$ cat src/rtl/seg7_pkg.sv
// Shared types and constants for the 7-segment scan capture block.
// Segment patterns are active-low {g,f,e,d,c,b,a}.
package seg7_pkg;

  typedef logic [6:0] seg_t;
  typedef logic [1:0] state_t;

  localparam seg_t SEG_0     = 7'b1000000;
  localparam seg_t SEG_1     = 7'b1111001;
  localparam seg_t SEG_2     = 7'b0100100;
  localparam seg_t SEG_3     = 7'b0110000;
  localparam seg_t SEG_4     = 7'b0011001;
  localparam seg_t SEG_5     = 7'b0010010;
  localparam seg_t SEG_6     = 7'b0000010;
  localparam seg_t SEG_7     = 7'b1111000;
  localparam seg_t SEG_8     = 7'b0000000;
  localparam seg_t SEG_9     = 7'b0010000;
  localparam seg_t SEG_A     = 7'b0001000;
  localparam seg_t SEG_B     = 7'b0000011;
  localparam seg_t SEG_C     = 7'b1000110;
  localparam seg_t SEG_D     = 7'b0100001;
  localparam seg_t SEG_E     = 7'b0000110;
  localparam seg_t SEG_F     = 7'b0001110;
  localparam seg_t SEG_BLANK = 7'h7F;

  localparam state_t StIdle    = 2'd0;
  localparam state_t StCollect = 2'd1;
  localparam state_t StEmit    = 2'd2;

endpackage

$ cat src/rtl/seg7_scan_capture_if.sv
// Frame output channel: valid/ready handshake carrying one captured 16-bit word.
interface seg7_scan_capture_if;
  logic [15:0] frame_data;
  logic        frame_err;
  logic        frame_valid;
  logic        frame_ready;

  modport master (
    output frame_data,
    output frame_err,
    output frame_valid,
    input  frame_ready
  );

  modport slave (
    input  frame_data,
    input  frame_err,
    input  frame_valid,
    output frame_ready
  );
endinterface

$ cat src/rtl/seg7_pattern_decode.sv
// Combinational segment-pattern to hex-nibble decoder; known_o low for undecodable patterns.
module seg7_pattern_decode
  import seg7_pkg::*;
(
  input  seg_t       seg_i,
  output logic [3:0] nibble_o,
  output logic       known_o
);

  // Table lookup; anything off-table decodes to 0 with known_o cleared.
  always_comb begin
    nibble_o = 4'h0;
    known_o  = 1'b1;
    case (seg_i)
      SEG_0:   nibble_o = 4'h0;
      SEG_1:   nibble_o = 4'h1;
      SEG_2:   nibble_o = 4'h2;
      SEG_3:   nibble_o = 4'h3;
      SEG_4:   nibble_o = 4'h4;
      SEG_5:   nibble_o = 4'h5;
      SEG_6:   nibble_o = 4'h6;
      SEG_7:   nibble_o = 4'h7;
      SEG_8:   nibble_o = 4'h8;
      SEG_9:   nibble_o = 4'h9;
      SEG_A:   nibble_o = 4'hA;
      SEG_B:   nibble_o = 4'hB;
      SEG_C:   nibble_o = 4'hC;
      SEG_D:   nibble_o = 4'hD;
      SEG_E:   nibble_o = 4'hE;
      SEG_F:   nibble_o = 4'hF;
      default: known_o  = 1'b0;
    endcase
  end

endmodule

$ cat src/rtl/seg7_scan_capture.sv
// Captures a scanned 4-digit 7-segment display back into 16-bit frames.
// Define SEG7_CAP_SYNC_EN to add a 2-flop synchronizer on seg/an (asynchronous pins).
module seg7_scan_capture
  import seg7_pkg::*;
#(
  parameter int unsigned StableCycles  = 4,
  parameter int unsigned TimeoutCycles = 65536
) (
  input  logic                       clk_i,
  input  logic                       rst_ni,
  input  seg_t                       seg_i,
  input  logic [3:0]                 an_i,
  seg7_scan_capture_if.master        frame_o,
  output logic                       overrun_o,
  output logic                       stall_o
);

  localparam int unsigned CntW = $clog2(StableCycles + 1);
  localparam int unsigned TmoW = $clog2(TimeoutCycles + 1);
  localparam logic [CntW-1:0] CntMax    = CntW'(StableCycles - 1);
  localparam logic [CntW-1:0] CntAccept = CntW'(StableCycles - 2);
  localparam logic [TmoW-1:0] TmoMax    = TmoW'(TimeoutCycles);

  logic [10:0] cur;

`ifdef SEG7_CAP_SYNC_EN
  logic [10:0] sync1_q, sync2_q;

  // Two-flop synchronizer; resets to blank so no spurious digit is seen.
  always_ff @(posedge clk_i or negedge rst_ni) begin
    if (!rst_ni) begin
      sync1_q <= {4'hF, SEG_BLANK};
      sync2_q <= {4'hF, SEG_BLANK};
    end else begin
      sync1_q <= {an_i, seg_i};
      sync2_q <= sync1_q;
    end
  end
  assign cur = sync2_q;
`else
  assign cur = {an_i, seg_i};
`endif

  logic [10:0]      prev_q;
  logic [CntW-1:0]  cnt_q, cnt_d;
  logic [TmoW-1:0]  tmo_q, tmo_d;
  state_t           state_q, state_d;
  logic [3:0][3:0]  digits_q, digits_d;
  logic [3:0]       seen_q, seen_d, err_q, err_d;
  logic [15:0]      data_q, data_d;
  logic             ferr_q, ferr_d, fv_q, fv_d, ovr_q, ovr_d;

  logic       same, accept, an_ok, vaccept, known, stall_rise;
  logic [3:0] an_inv, nibble;
  logic [1:0] idx;

  seg7_pattern_decode u_decode (
    .seg_i    (cur[6:0]),
    .nibble_o (nibble),
    .known_o  (known)
  );

  // Accept fires once when the sample has been steady for StableCycles samples.
  always_comb begin
    same    = (cur == prev_q);
    accept  = same && (cnt_q == CntAccept);
    cnt_d   = !same ? '0 : (cnt_q == CntMax) ? cnt_q : cnt_q + 1'b1;
    an_inv  = ~cur[10:7];
    an_ok   = (an_inv != 4'h0) && ((an_inv & (an_inv - 4'd1)) == 4'h0);
    vaccept = accept && an_ok;
    case (an_inv)
      4'b0010: idx = 2'd1;
      4'b0100: idx = 2'd2;
      4'b1000: idx = 2'd3;
      default: idx = 2'd0;
    endcase
  end

  // Digit assembly, frame FSM, output slot and stall timer.
  always_comb begin
    state_d  = state_q;
    seen_d   = seen_q;
    err_d    = err_q;
    digits_d = digits_q;
    data_d   = data_q;
    ferr_d   = ferr_q;
    fv_d     = fv_q;
    ovr_d    = 1'b0;

    if (vaccept)              tmo_d = '0;
    else if (tmo_q != TmoMax) tmo_d = tmo_q + 1'b1;
    else                      tmo_d = tmo_q;
    stall_rise = (tmo_d == TmoMax) && (tmo_q != TmoMax);

    if (fv_q && frame_o.frame_ready) fv_d = 1'b0;

    case (state_q)
      StIdle:    if (vaccept) state_d = StCollect;
      StCollect: if (seen_q == 4'hF) state_d = StEmit;
      StEmit: begin
        state_d = vaccept ? StCollect : StIdle;
        seen_d  = '0;
        err_d   = '0;
        // A slot draining on this same edge counts as free.
        if (!fv_q || frame_o.frame_ready) begin
          data_d = digits_q;
          ferr_d = |err_q;
          fv_d   = 1'b1;
        end else begin
          ovr_d  = 1'b1;
        end
      end
      default:   state_d = StIdle;
    endcase

    if (vaccept) begin
      digits_d[idx] = known ? nibble : 4'h0;
      seen_d[idx]   = 1'b1;
      err_d[idx]    = !known;
    end

    if (stall_rise) begin
      seen_d  = '0;
      err_d   = '0;
      state_d = StIdle;
    end
  end

  // State registers.
  always_ff @(posedge clk_i or negedge rst_ni) begin
    if (!rst_ni) begin
      prev_q   <= {4'hF, SEG_BLANK};
      cnt_q    <= '0;
      tmo_q    <= '0;
      state_q  <= StIdle;
      digits_q <= '0;
      seen_q   <= '0;
      err_q    <= '0;
      data_q   <= '0;
      ferr_q   <= 1'b0;
      fv_q     <= 1'b0;
      ovr_q    <= 1'b0;
    end else begin
      prev_q   <= cur;
      cnt_q    <= cnt_d;
      tmo_q    <= tmo_d;
      state_q  <= state_d;
      digits_q <= digits_d;
      seen_q   <= seen_d;
      err_q    <= err_d;
      data_q   <= data_d;
      ferr_q   <= ferr_d;
      fv_q     <= fv_d;
      ovr_q    <= ovr_d;
    end
  end

  assign frame_o.frame_data  = data_q;
  assign frame_o.frame_err   = ferr_q;
  assign frame_o.frame_valid = fv_q;
  assign overrun_o           = ovr_q;
  assign stall_o             = (tmo_q == TmoMax);

endmodule

$ cat src/flat_wrapper.sv
// flat-port wrapper written by rule: the top's interface ports become plain ports
module seg7_scan_capture_flat import seg7_pkg::*;
#(
  parameter int unsigned StableCycles  = 4,
  parameter int unsigned TimeoutCycles = 65536
)
  (clk_i, rst_ni, seg_i, an_i, overrun_o, stall_o, frame_o_frame_data, frame_o_frame_err, frame_o_frame_valid, frame_o_frame_ready);
  seg7_scan_capture_if frame_o_i ();
  input  logic clk_i;
  input  logic rst_ni;
  input  seg_t seg_i;
  input  logic [3:0] an_i;
  output logic overrun_o;
  output logic stall_o;
  output wire logic [$bits(frame_o_i.frame_data)-1:0] frame_o_frame_data;
  output wire logic [$bits(frame_o_i.frame_err)-1:0] frame_o_frame_err;
  output wire logic [$bits(frame_o_i.frame_valid)-1:0] frame_o_frame_valid;
  input wire logic [$bits(frame_o_i.frame_ready)-1:0] frame_o_frame_ready;
  assign frame_o_frame_data = frame_o_i.frame_data;
  assign frame_o_frame_err = frame_o_i.frame_err;
  assign frame_o_frame_valid = frame_o_i.frame_valid;
  assign frame_o_i.frame_ready = frame_o_frame_ready;
  seg7_scan_capture #(.StableCycles(StableCycles), .TimeoutCycles(TimeoutCycles)) u_core (.clk_i(clk_i), .rst_ni(rst_ni), .seg_i(seg_i), .an_i(an_i), .frame_o(frame_o_i), .overrun_o(overrun_o), .stall_o(stall_o));
endmodule
$ cat config.mk
export PLATFORM = sky130hd
export DESIGN_NAME = seg7_scan_capture_flat
export DESIGN_NICKNAME = d
export VERILOG_FILES = /design/src/rtl/seg7_pkg.sv /design/src/rtl/seg7_scan_capture_if.sv /design/src/rtl/seg7_pattern_decode.sv /design/src/rtl/seg7_scan_capture.sv /design/src/flat_wrapper.sv
export SDC_FILE = /design/constraint.sdc
export NUM_CORES = 1
export LEC_CHECK = 0
export ABC_AREA = 1
export CAP_MARGIN = 30
export CORE_ASPECT_RATIO = 0.6
export CORE_MARGIN = 3
export CORE_UTILIZATION = 45
export CTS_BUF_LIST = sky130_fd_sc_hd__clkbuf_16
export CTS_CLUSTER_SIZE = 30
export DETAILED_ROUTE_END_ITERATION = 10
export HOLD_SLACK_MARGIN = 0.1
export SLEW_MARGIN = 40
export SYNTH_ARGS = -nofsm -noshare
export SYNTH_HDL_FRONTEND = slang
export SYNTH_HIERARCHICAL = 1
export SYNTH_SLANG_ARGS = --single-unit
$ cat constraint.sdc
create_clock -name clk_i -period 2.1 [get_ports clk_i]
set_input_delay 0.42 -clock clk_i [delete_from_list [all_inputs] [get_ports clk_i]]
set_output_delay 0.42 -clock clk_i [all_outputs]
set_load 0.1 [all_outputs]
After elaboration in Yosys (flattened, before gate mapping) --
Index checks and enable logic that the tools add are counted.
Word-level totals: register bits after elaboration 76, bits in latches 0, RAM bits 0, ROM bits 0, bits of input ports 14, output and inout bits 20, memories 0
Operators by class: add/sub/neg operators 3, multiply operators 0, div/mod/pow operators 0, order comparisons 2, eq/ne operators 30, shifts and indexed selects 0, multiplexer cells 30, bitwise gates (word level) 3, reductions and logical operators 17
Operator list (number):
- $pmux W4 S15 | 1
- $eq A17 B17 Y1 const B | 2
- $mux W17 | 2
- $mux W4 | 8
- $eq A7 B7 Y1 const B | 4
- $eq A7 B5 Y1 const B | 3
- $eq A7 B6 Y1 const B | 3
- $add A17 B1 Y17 const B | 1
- $ne A17 B17 Y1 const B | 1
- $bwmux W16 | 1
- $reduce_or A16 Y1 | 1
- $eq A7 B2 Y1 const B | 2
- $eq A7 B4 Y1 const B | 2
- $pmux W2 S3 | 2
- $eq A11 B11 Y1 | 1
- $demux W4 S2 | 1
- $eq A4 B4 Y1 const B | 2
- $mux W1 | 8
- $eq A7 B3 Y1 const B | 1
- $logic_not A7 Y1 | 1
- $eq A3 B2 Y1 const B | 2
- $logic_and A1 B1 Y1 | 6
- $mux W2 | 3
- $mux W3 | 2
- 22 further kinds | 25

Logic depth before layout (Yosys ltp) --
Gate-level depths: netlist of the first run.
word-level depth 11, gate-level depth with buffers 13, depth with buffers taken out 13

By module --
Netlist of the first run, hierarchy kept.
Modules (own cells, without submodules):
- seg7_scan_capture | times used 1, cells each 443, area an instance 3618.5 um2, seq. area each 1915.6 um2
- seg7_pattern_decode | times used 1, cells each 73, area an instance 337.8 um2, seq. area each 0.0 um2

Least setup slack after synthesis of the first run --
OpenSTA, ideal clock, no wires.
path type register -> output, start point register u_core.tmo_q[0], end point output stall_o, arrival 1.591 ns, setup slack 0.089 ns, stages on the path, launching flop included 9, path through dfrtp_1 inv_1 ha_1 inv_1 nor2_1 nand2_1 nor2_1 nand2_1 inv_1
On the way: cells in the longest elaborated chain, start to end 1
Ends and longest elaborated chain:
- start, declared | RTL line seg7_scan_capture.sv:46 | logic [TmoW-1:0] tmo_q, tmo_d;
- start signal, assigned | RTL line seg7_scan_capture.sv:146 | tmo_q <= tmo_d;
- $eq A17 B17 Y1 | RTL line seg7_scan_capture.sv:162 | assign stall_o = (tmo_q == TmoMax);
- end, declared | RTL line flat_wrapper.sv:14 | output logic stall_o;
No other way between the ends.

Final worst setup path of the first run --
start point register u_core.tmo_q[0], end point register u_core.err_q[2]
On the way: cells in the longest elaborated chain, start to end 6, elaborated cells on any way between the ends 7
Ends and longest elaborated chain:
- $add A17 B1 Y17 / $ne A17 B17 Y1 (equally long branches) | RTL line seg7_scan_capture.sv:91, seg7_scan_capture.sv:93
- $mux W17 | RTL line seg7_scan_capture.sv:91 | else if (tmo_q != TmoMax) tmo_d = tmo_q + 1'b1;
- $mux W17 | RTL line seg7_scan_capture.sv:90 | if (vaccept) tmo_d = '0;
- $eq A17 B17 Y1 | RTL line seg7_scan_capture.sv:93 | stall_rise = (tmo_d == TmoMax) && (tmo_q != TmoMax);
- $logic_and A1 B1 Y1 * | RTL line seg7_scan_capture.sv:93
- $mux W4 * | RTL line seg7_scan_capture.sv:122 | if (stall_rise) begin
- via u_core.err_d[2] | RTL line seg7_scan_capture.sv:49 | logic [3:0] seen_q, seen_d, err_q, err_d;
- end signal, assigned | RTL line seg7_scan_capture.sv:150 | err_q <= err_d;
- end, declared | RTL line seg7_scan_capture.sv:49
Mark *: on every way through the listed nets, which the timed path passes. The rest lies on a longest branch. A chain may end at the register's enable or synchronous reset.

==> results of run 1 <==
layout by cell type, fill, tap and decap left out, types with 4 or more instances in the layout:
master,instances
nand2_2,8
nor2_2,9
xor2_1,9
ha_1,4
nor3_1,5
clkbuf_16,9
o21ai_1,4
dlymetal6s2s_1,8
nand4_1,5
dfstp_2,11
inv_1,54
buf_4,70
o21ai_0,24
dfrtp_1,65
clkdlybuf4s50_1,4
inv_2,13
nor2_4,7
xnor2_1,9
nand2_1,176
nand3_2,6
a21oi_1,10
nand3_1,18
nand3_4,5
a21oi_2,5
nor2_1,50
final cells by class:
| class | count | area share (%) |
|---|---|---|
| clock inverters | 7 | 0.9837 |
| multi-input cells | 367 | 36.37 |
| flip-flops and latches | 76 | 36.73 |
| inverters | 68 | 4.894 |
| repair buffers | 86 | 14.11 |
| well taps | 108 | 2.591 |
| clock buffers | 9 | 4.319 |
cell families after synthesis:
| logic type | after synthesis | share of synthesized area (%) |
|---|---|---|
| and+or+nand+nor | 294 | 32.35 |
| DFF | 76 | 48.42 |
| buffers and inverters | 75 | 7.337 |
| AOI/OAI and AO/OA | 48 | 6.325 |
| xor gates and xnor gates | 18 | 3.985 |
| adders and majority gates | 5 | 1.581 |
power groups by stage:
stage	registers [uW]	clock network [uW]	logic, uW
6_report	1490	1430	210
3_5_place_dp	1520	0	209
2_1_floorplan	1530	0	70.3
3_3_place_gp	1520	0	205
5_1_grt	1490	1540	236
4_1_cts	1490	1470	211
routing by layer:
layer  wire [um]  up-vias
li1            -     1781
met1        4906     1574
met2        3766      110
met3         617       16
met4         119        0
met5           0        -
worst max path at each step:
stage                     cells past startpoint       startpoint          endpoint
after floorplan                               8  u_core/tmo_q[0]           stall_o
after global placement                       13         seg_i[4]  u_core/seen_q[1]
after detailed placement                     13         seg_i[4]   u_core/err_q[1]
after CTS                                    10          an_i[3]  u_core/seen_q[2]
after global routing                         10  u_core/tmo_q[0]   u_core/err_q[2]
final                                        10  u_core/tmo_q[0]   u_core/err_q[2]
metrics by stage:
stage,instance area [sq um],hold WS (ns)
finish,5215,0.2586
global route,5215,0.2518
CTS,5055,0.4753
detailed placement,4732,0.4332
global placement,4732,0.4316
floorplan,3956,0.1244
worst max-delay path, cell delays in order (launching register included):
cell     delay (ns)
dfrtp_1        0.39
inv_2          0.07
buf_4          0.14
nor2_2         0.18
nand2_1        0.12
nor2_2         0.21
xor2_1         0.16
a21oi_4        0.19
nand3_4        0.12
nor2_4         0.23
a21oi_1        0.09
flip-flops by register name, summed over array words and instances (netlist names):
register,count
u_core/cnt_q,3
u_core/tmo_q,17
u_core/prev_q,11
u_core/overrun_o,1
u_core/state_q,2
u_core/frame_o.frame_data,16
u_core/err_q,4
u_core/frame_o.frame_err,1
u_core/frame_o.frame_valid,1
u_core/digits_q,16
u_core/seen_q,4
repair_timing:
action / 4_1_cts / 5_1_grt
hold buffers: 1 / 0
pin swaps: 1 / 9
endpoints found under the hold margin: 32 / 0
gates resized for setup: 4 / 43
endpoints found under the setup margin: 8 / 27
setup buffers: 2 / 2
cloned: 1 / 1
cell usage after synthesis:
library cell | n | share of area (%)
buf_2 | 1 | 0.13
nand3_2 | 5 | 1.3
xor2_1 | 9 | 2.0
nand2_1 | 181 | 17
nand3_1 | 23 | 2.9
nor2_1 | 52 | 4.9
ha_1 | 5 | 1.6
nand3_4 | 1 | 0.44
and2_1 | 1 | 0.16
inv_2 | 8 | 0.76
nor3_2 | 1 | 0.25
or2_2 | 1 | 0.16
nor2_4 | 4 | 1.1
dfrtp_1 | 65 | 41
clkinv_1 | 1 | 0.095
nor4_1 | 2 | 0.32
a21boi_0 | 1 | 0.19
clkbuf_1 | 5 | 0.47
o21ai_1 | 2 | 0.25
a21oi_1 | 14 | 1.8
nor3_1 | 5 | 0.63
nand2_4 | 1 | 0.28
dfstp_2 | 11 | 7.3
xnor2_1 | 9 | 2.0
a21oi_2 | 2 | 0.44
nand2b_1 | 1 | 0.16
o21ai_0 | 29 | 3.7
inv_1 | 59 | 5.6
nand4_1 | 5 | 0.79
buf_6 | 1 | 0.28
nand2_2 | 3 | 0.47
nor2_2 | 8 | 1.3
==> metrics.cfg, run 1 <==
[route]
drt_wl_total_um = 9410
avgRoutedWirePerCell_um = 13.05
first_iter_violations = 287
dr.pass1.iters = 5
drc = 0
final_antenna_net_count = 0
num_vias = 3481
avgViaCountPerCell = 4.828

[layout]
multiInputGateArea_sq_um = 1897
finalNonFillerCells = 721
syn2layout_area_growth_pct = 31.82
finalNetCount = 627
regArea_sq_um = 1916
diodes = 0
final_core_util_pct = 63.63
fillers = 757
drive_gt1_share_pct = 26.10

[outcome]
status = completed

[setup_path]
crit_path_start_kind = flop
reg2reg_depth = 10
cp_data_arrival_time_ns = 2.23
r2r_slack_ns = 0.08
critPathKind = reg -> reg
reg2reg_to = u_core/err_q[2]
worstPathRequired_ns = 2.31
timing.rr.start = u_core/tmo_q[0]
end_kind = flop
cp_max_fo = 5

[sta]
grt_setup_unrepaired = true
post-route-period-util_pct = 96.39
fin_setup_tns_ns = 0
finalCriticalPeriod_ns = 2.024
worstMarginPinSlew_ns = 0.5316
max_freq_mhz = 494.0
slew_headroom_pct = 64.56
drv_slew = 0
setup_viol = 0
hold_viol = 0
skew_ns = 0.003694
setup_ws_ns = 0.07589

[placed_design]
post-place-ws_ns = -0.3639
dpl.hpwl_um = 7026
dpl.cell_count = 698
place.port_buffers = 33
place.gp.congestion = 0.8917

[global_route]
grt_usage_pct = 20.34
antenna_found_initial = 0
met3_usage_pct = 5.710
grt.met1_usage_pct = 30.96
grt_max_degree = 39
use_met2_pct = 28.32
busiest_layer = met1
grt_pass1_vias = 3313
overflow = 0
grt_pass1_wl_um = 16010

[power_and_ir_drop]
p_int_uw = 2376
power.leakage_uw = 0.002855
power_density_nw_per_um2 = 599.5
total_power_uw = 3127
seq_power_share_pct = 47.7
p_sw_share_pct = 24.00
power.switching_uw = 750.4
pwr-share-clk_pct = 45.6
power_frac_comb_pct = 6.7
peakVddDrop_uv = 431.3

[clocking]
numCtsBuffers = 9
cts_tree = built
clk_pin_slew_worst_paths_ns = 0.06
clockBufferDepth = 2
cts_sinks = 76
root_buffer = clkbuf_16
htreeDepth = 3
clk-insertion-delay-late_ns = 0.33

[die]
die_x_um = 127.1
die_h_um = 78.63
ios = 34
fp.dieArea_sq_um = 9990
coreArea_sq_um = 8195
initial_core_util_pct = 48.27
rows = 25

[synthesis]
synth_cell_types = 32
ys_seq_elements = 76
syn_area_per_cell_sq_um = 7.667
ys_seq_area_share_pct = 48.42
syn_nets = 535
netlist_instances = 516
syn-cell-area_sq_um = 3956
ys_warn_count = 6

[flow_run]
maxCapViolCount = 0

[worst_hold_path]
hold_end = u_core/prev_q[4]
hold_depth = 1
hold_path_startpoint = seg_i[4]
hp-class = in -> reg

Power figures use the tool's default switching activity.
==> run 2: changes to the inputs <==
--- a/config.mk
+++ b/config.mk
@@ -13,6 +13,7 @@
 export CTS_BUF_LIST = sky130_fd_sc_hd__clkbuf_16
 export CTS_CLUSTER_SIZE = 30
 export DETAILED_ROUTE_END_ITERATION = 10
+export DONT_BUFFER_PORTS = 1
 export HOLD_SLACK_MARGIN = 0.1
 export SLEW_MARGIN = 40
 export SYNTH_ARGS = -nofsm -noshare
==> run 2 against run 1 <==
Effect of this change: the run now ends with negative hold slack left; first-iteration DRC count down 12%; die area did not move; worst setup slack worse by 0.025 ns; flip-flop and latch count unchanged; non-clock buffer count decreased by 41; maximum frequency is 1.2% lower; global-route usage down 2.0 points; critical path depth up 3; critical endpoint is now u_core/seen_q[0]; highest routed layer unchanged.
==> metrics.cfg, run 2 (same netlist as run 1, synthesis figures left out) <==
[clocking]
numCtsBuffers = 9  ; unchanged
cts_sinks = 76  ; unchanged
clk-insertion-delay-late_ns = 0.33  ; about the same
cts_hold_buf = 11  ; +10
clk_pin_slew_worst_paths_ns = 0.06  ; about the same
root_buffer = clkbuf_16
clockBufferDepth = 2  ; unchanged
cts_tree = built
htreeDepth = 3  ; unchanged

[die]
die_h_um = 78.63  ; unchanged
ios = 34  ; unchanged
fp.dieArea_sq_um = 9990  ; unchanged
initial_core_util_pct = 48.27  ; unchanged
rows = 25  ; unchanged
die_x_um = 127.1  ; unchanged
coreArea_sq_um = 8195  ; unchanged

[setup_path]
crit_path_start_kind = flop
cp_data_arrival_time_ns = 2.30  ; +0.07 ns
cp_max_fo = 6  ; +1
end_kind = flop
r2r_slack_ns = 0.05  ; -0.02 ns
critPathKind = reg -> reg
worstPathRequired_ns = 2.35  ; +0.04 ns

[global_route]
grt_max_degree = 77  ; +97%
overflow = 0  ; unchanged
grt_usage_pct = 18.34  ; -2.0 points
antenna_found_initial = 0  ; unchanged
grt_pass1_vias = 3083  ; -6.9%
grt_pass1_wl_um = 14770  ; -7.8%

[power_and_ir_drop]
peakVddDrop_uv = 478.4  ; +11%
power_density_nw_per_um2 = 614.2  ; +2.4%
power.leakage_uw = 0.002581  ; -9.6%
total_power_uw = 3006  ; -3.9%

[route]
first_iter_violations = 252  ; -12%
drt_wl_total_um = 9388  ; -0.23%
dr.pass1.iters = 5  ; unchanged
final_antenna_net_count = 0  ; unchanged
drc = 0  ; unchanged
avgViaCountPerCell = 4.968  ; +2.9%
num_vias = 3388  ; -2.7%
avgRoutedWirePerCell_um = 13.77  ; +5.5%

[placed_design]
dpl.cell_count = 641  ; -8.2%
place.gp.congestion = 0.8777  ; -1.6%
post-place-ws_ns = 0.001426  ; +0.3653 ns
place.port_buffers = 0  ; -100%
dpl.hpwl_um = 6289  ; -10%

[layout]
drive_gt1_share_pct = 20.73  ; -5.4 points
layout_commonest_cell = nand2_1
diodes = 0  ; unchanged
finalNetCount = 588  ; -6.2%
final_cell_mix = 176 x nand2_1, 65 x dfrtp_1, 56 x inv_1, 49 x nor2_1, 33 x buf_4
syn2layout_area_growth_pct = 23.72
top_register = u_core/tmo_q
largest_reg_flops = 17  ; unchanged
regArea_sq_um = 1916  ; unchanged
fillers = 732  ; -3.3%
multiInputGateArea_sq_um = 1939  ; +2.2%
finalNonFillerCells = 682  ; -5.4%

[sta]
slew_headroom_pct = 60.83  ; -3.7 points
max_freq_mhz = 488.0  ; -1.2%
setup_viol = 0  ; unchanged
post-route-period-util_pct = 97.57  ; +1.2 points
worstMarginPinSlew_ns = 0.5830  ; +0.05137 ns
fin_setup_tns_ns = 0  ; unchanged
finalCriticalPeriod_ns = 2.049  ; +0.02489 ns
setup_ws_ns = 0.05100  ; -0.02489 ns
hold_viol = 69  ; +69
drv_slew = 0  ; unchanged
grt_setup_unrepaired = true
skew_ns = 0.006882  ; +0.003188 ns
whs_ns = -0.2204  ; -0.4790 ns

[flow_run]
maxCapViolCount = 0  ; unchanged

[outcome]
violations = negative hold slack
status = finished, violations left

[worst_hold_path]
hp-class = in -> async

[run 2: changes by cell type in the layout (fill, tap and decap cells not counted), moves of 3 or more]
cell / delta
a21oi_2: -5
dlymetal6s2s_1: -8
nand3_4: +3
buf_4: -37
clkdlybuf4s50_1: -4
dlygate4sd3_1: +10
a21oi_1: +4
[run 2: layout make-up]
cell class                 count  share of cell area [%]
clock inverter                 7                  0.8947
tap                          108                   2.761
clock buffer                   9                   4.601
inverter                      68                   5.266
multi-input combinational    369                   39.62
timing repair buffer          45                   7.720
sequential                    76                   39.14
[run 2: path summary, 6_finish.rpt]
kind,endpoint,depth (start not counted),from
worst min-delay path,u_core/tmo_q[9],0,rst_ni
max in group asynchronous,u_core/prev_q[2],0,rst_ni
min in group clk_i,u_core/overrun_o,3,frame_o_frame_ready
worst max-delay path,u_core/seen_q[0],13,u_core/cnt_q[0]
worst max register to register,u_core/seen_q[0],13,u_core/cnt_q[0]
worst min register to register,u_core/frame_o.frame_data[0],2,u_core/frame_o.frame_data[0]
[run 2: worst max-delay path, cell delays in order (launching register included)]
cell	delay [ns]
dfrtp_1	0.40
inv_1	0.07
ha_1	0.13
inv_1	0.03
nor2_1	0.09
nand3_1	0.12
a21oi_4	0.27
nand3_4	0.20
buf_4	0.19
nand2_1	0.08
inv_2	0.06
nand3_4	0.11
nor2_4	0.06
a21oi_1	0.16
[run 2: power by group]
group / switching [uW] / total [uW] / internal (uW)
Combinational: 74.5 / 122 / 47.6
Sequential: 5.58 / 1490 / 1490
Clock: 599 / 1390 / 794
Total: 679 / 3010 / 2330
[run 2: layer usage]
metal / wire length [um] / global-route usage [%]
met1: 4879 / 28.83
met5: 0 / 0
met4: 127 / 4.390
met3: 657 / 4.691
met2: 3724 / 24.79
[run 2: through the flow]
| step | utilization, % | area, sq um | hold WS [ns] |
|---|---|---|---|
| detailed placement | 51.85 | 4249 | 0.1267 |
| global placement | 51.85 | 4249 | 0.1267 |
| CTS | 56.66 | 4643 | -0.2275 |
| finish | 59.73 | 4895 | -0.2204 |
| floorplan | - | 3956 | 0.1244 |
| global route | 59.73 | 4895 | -0.2334 |
[run 2: what timing repair did]
action / 4_1_cts / 5_1_grt
gates resized for setup: 4 / 37
buffers inserted: 1 / 9
gates cloned: 0 / 4
pin swaps: 1 / 11
hold endpoints to repair: 87 / 76
setup endpoints to repair: 3 / 21
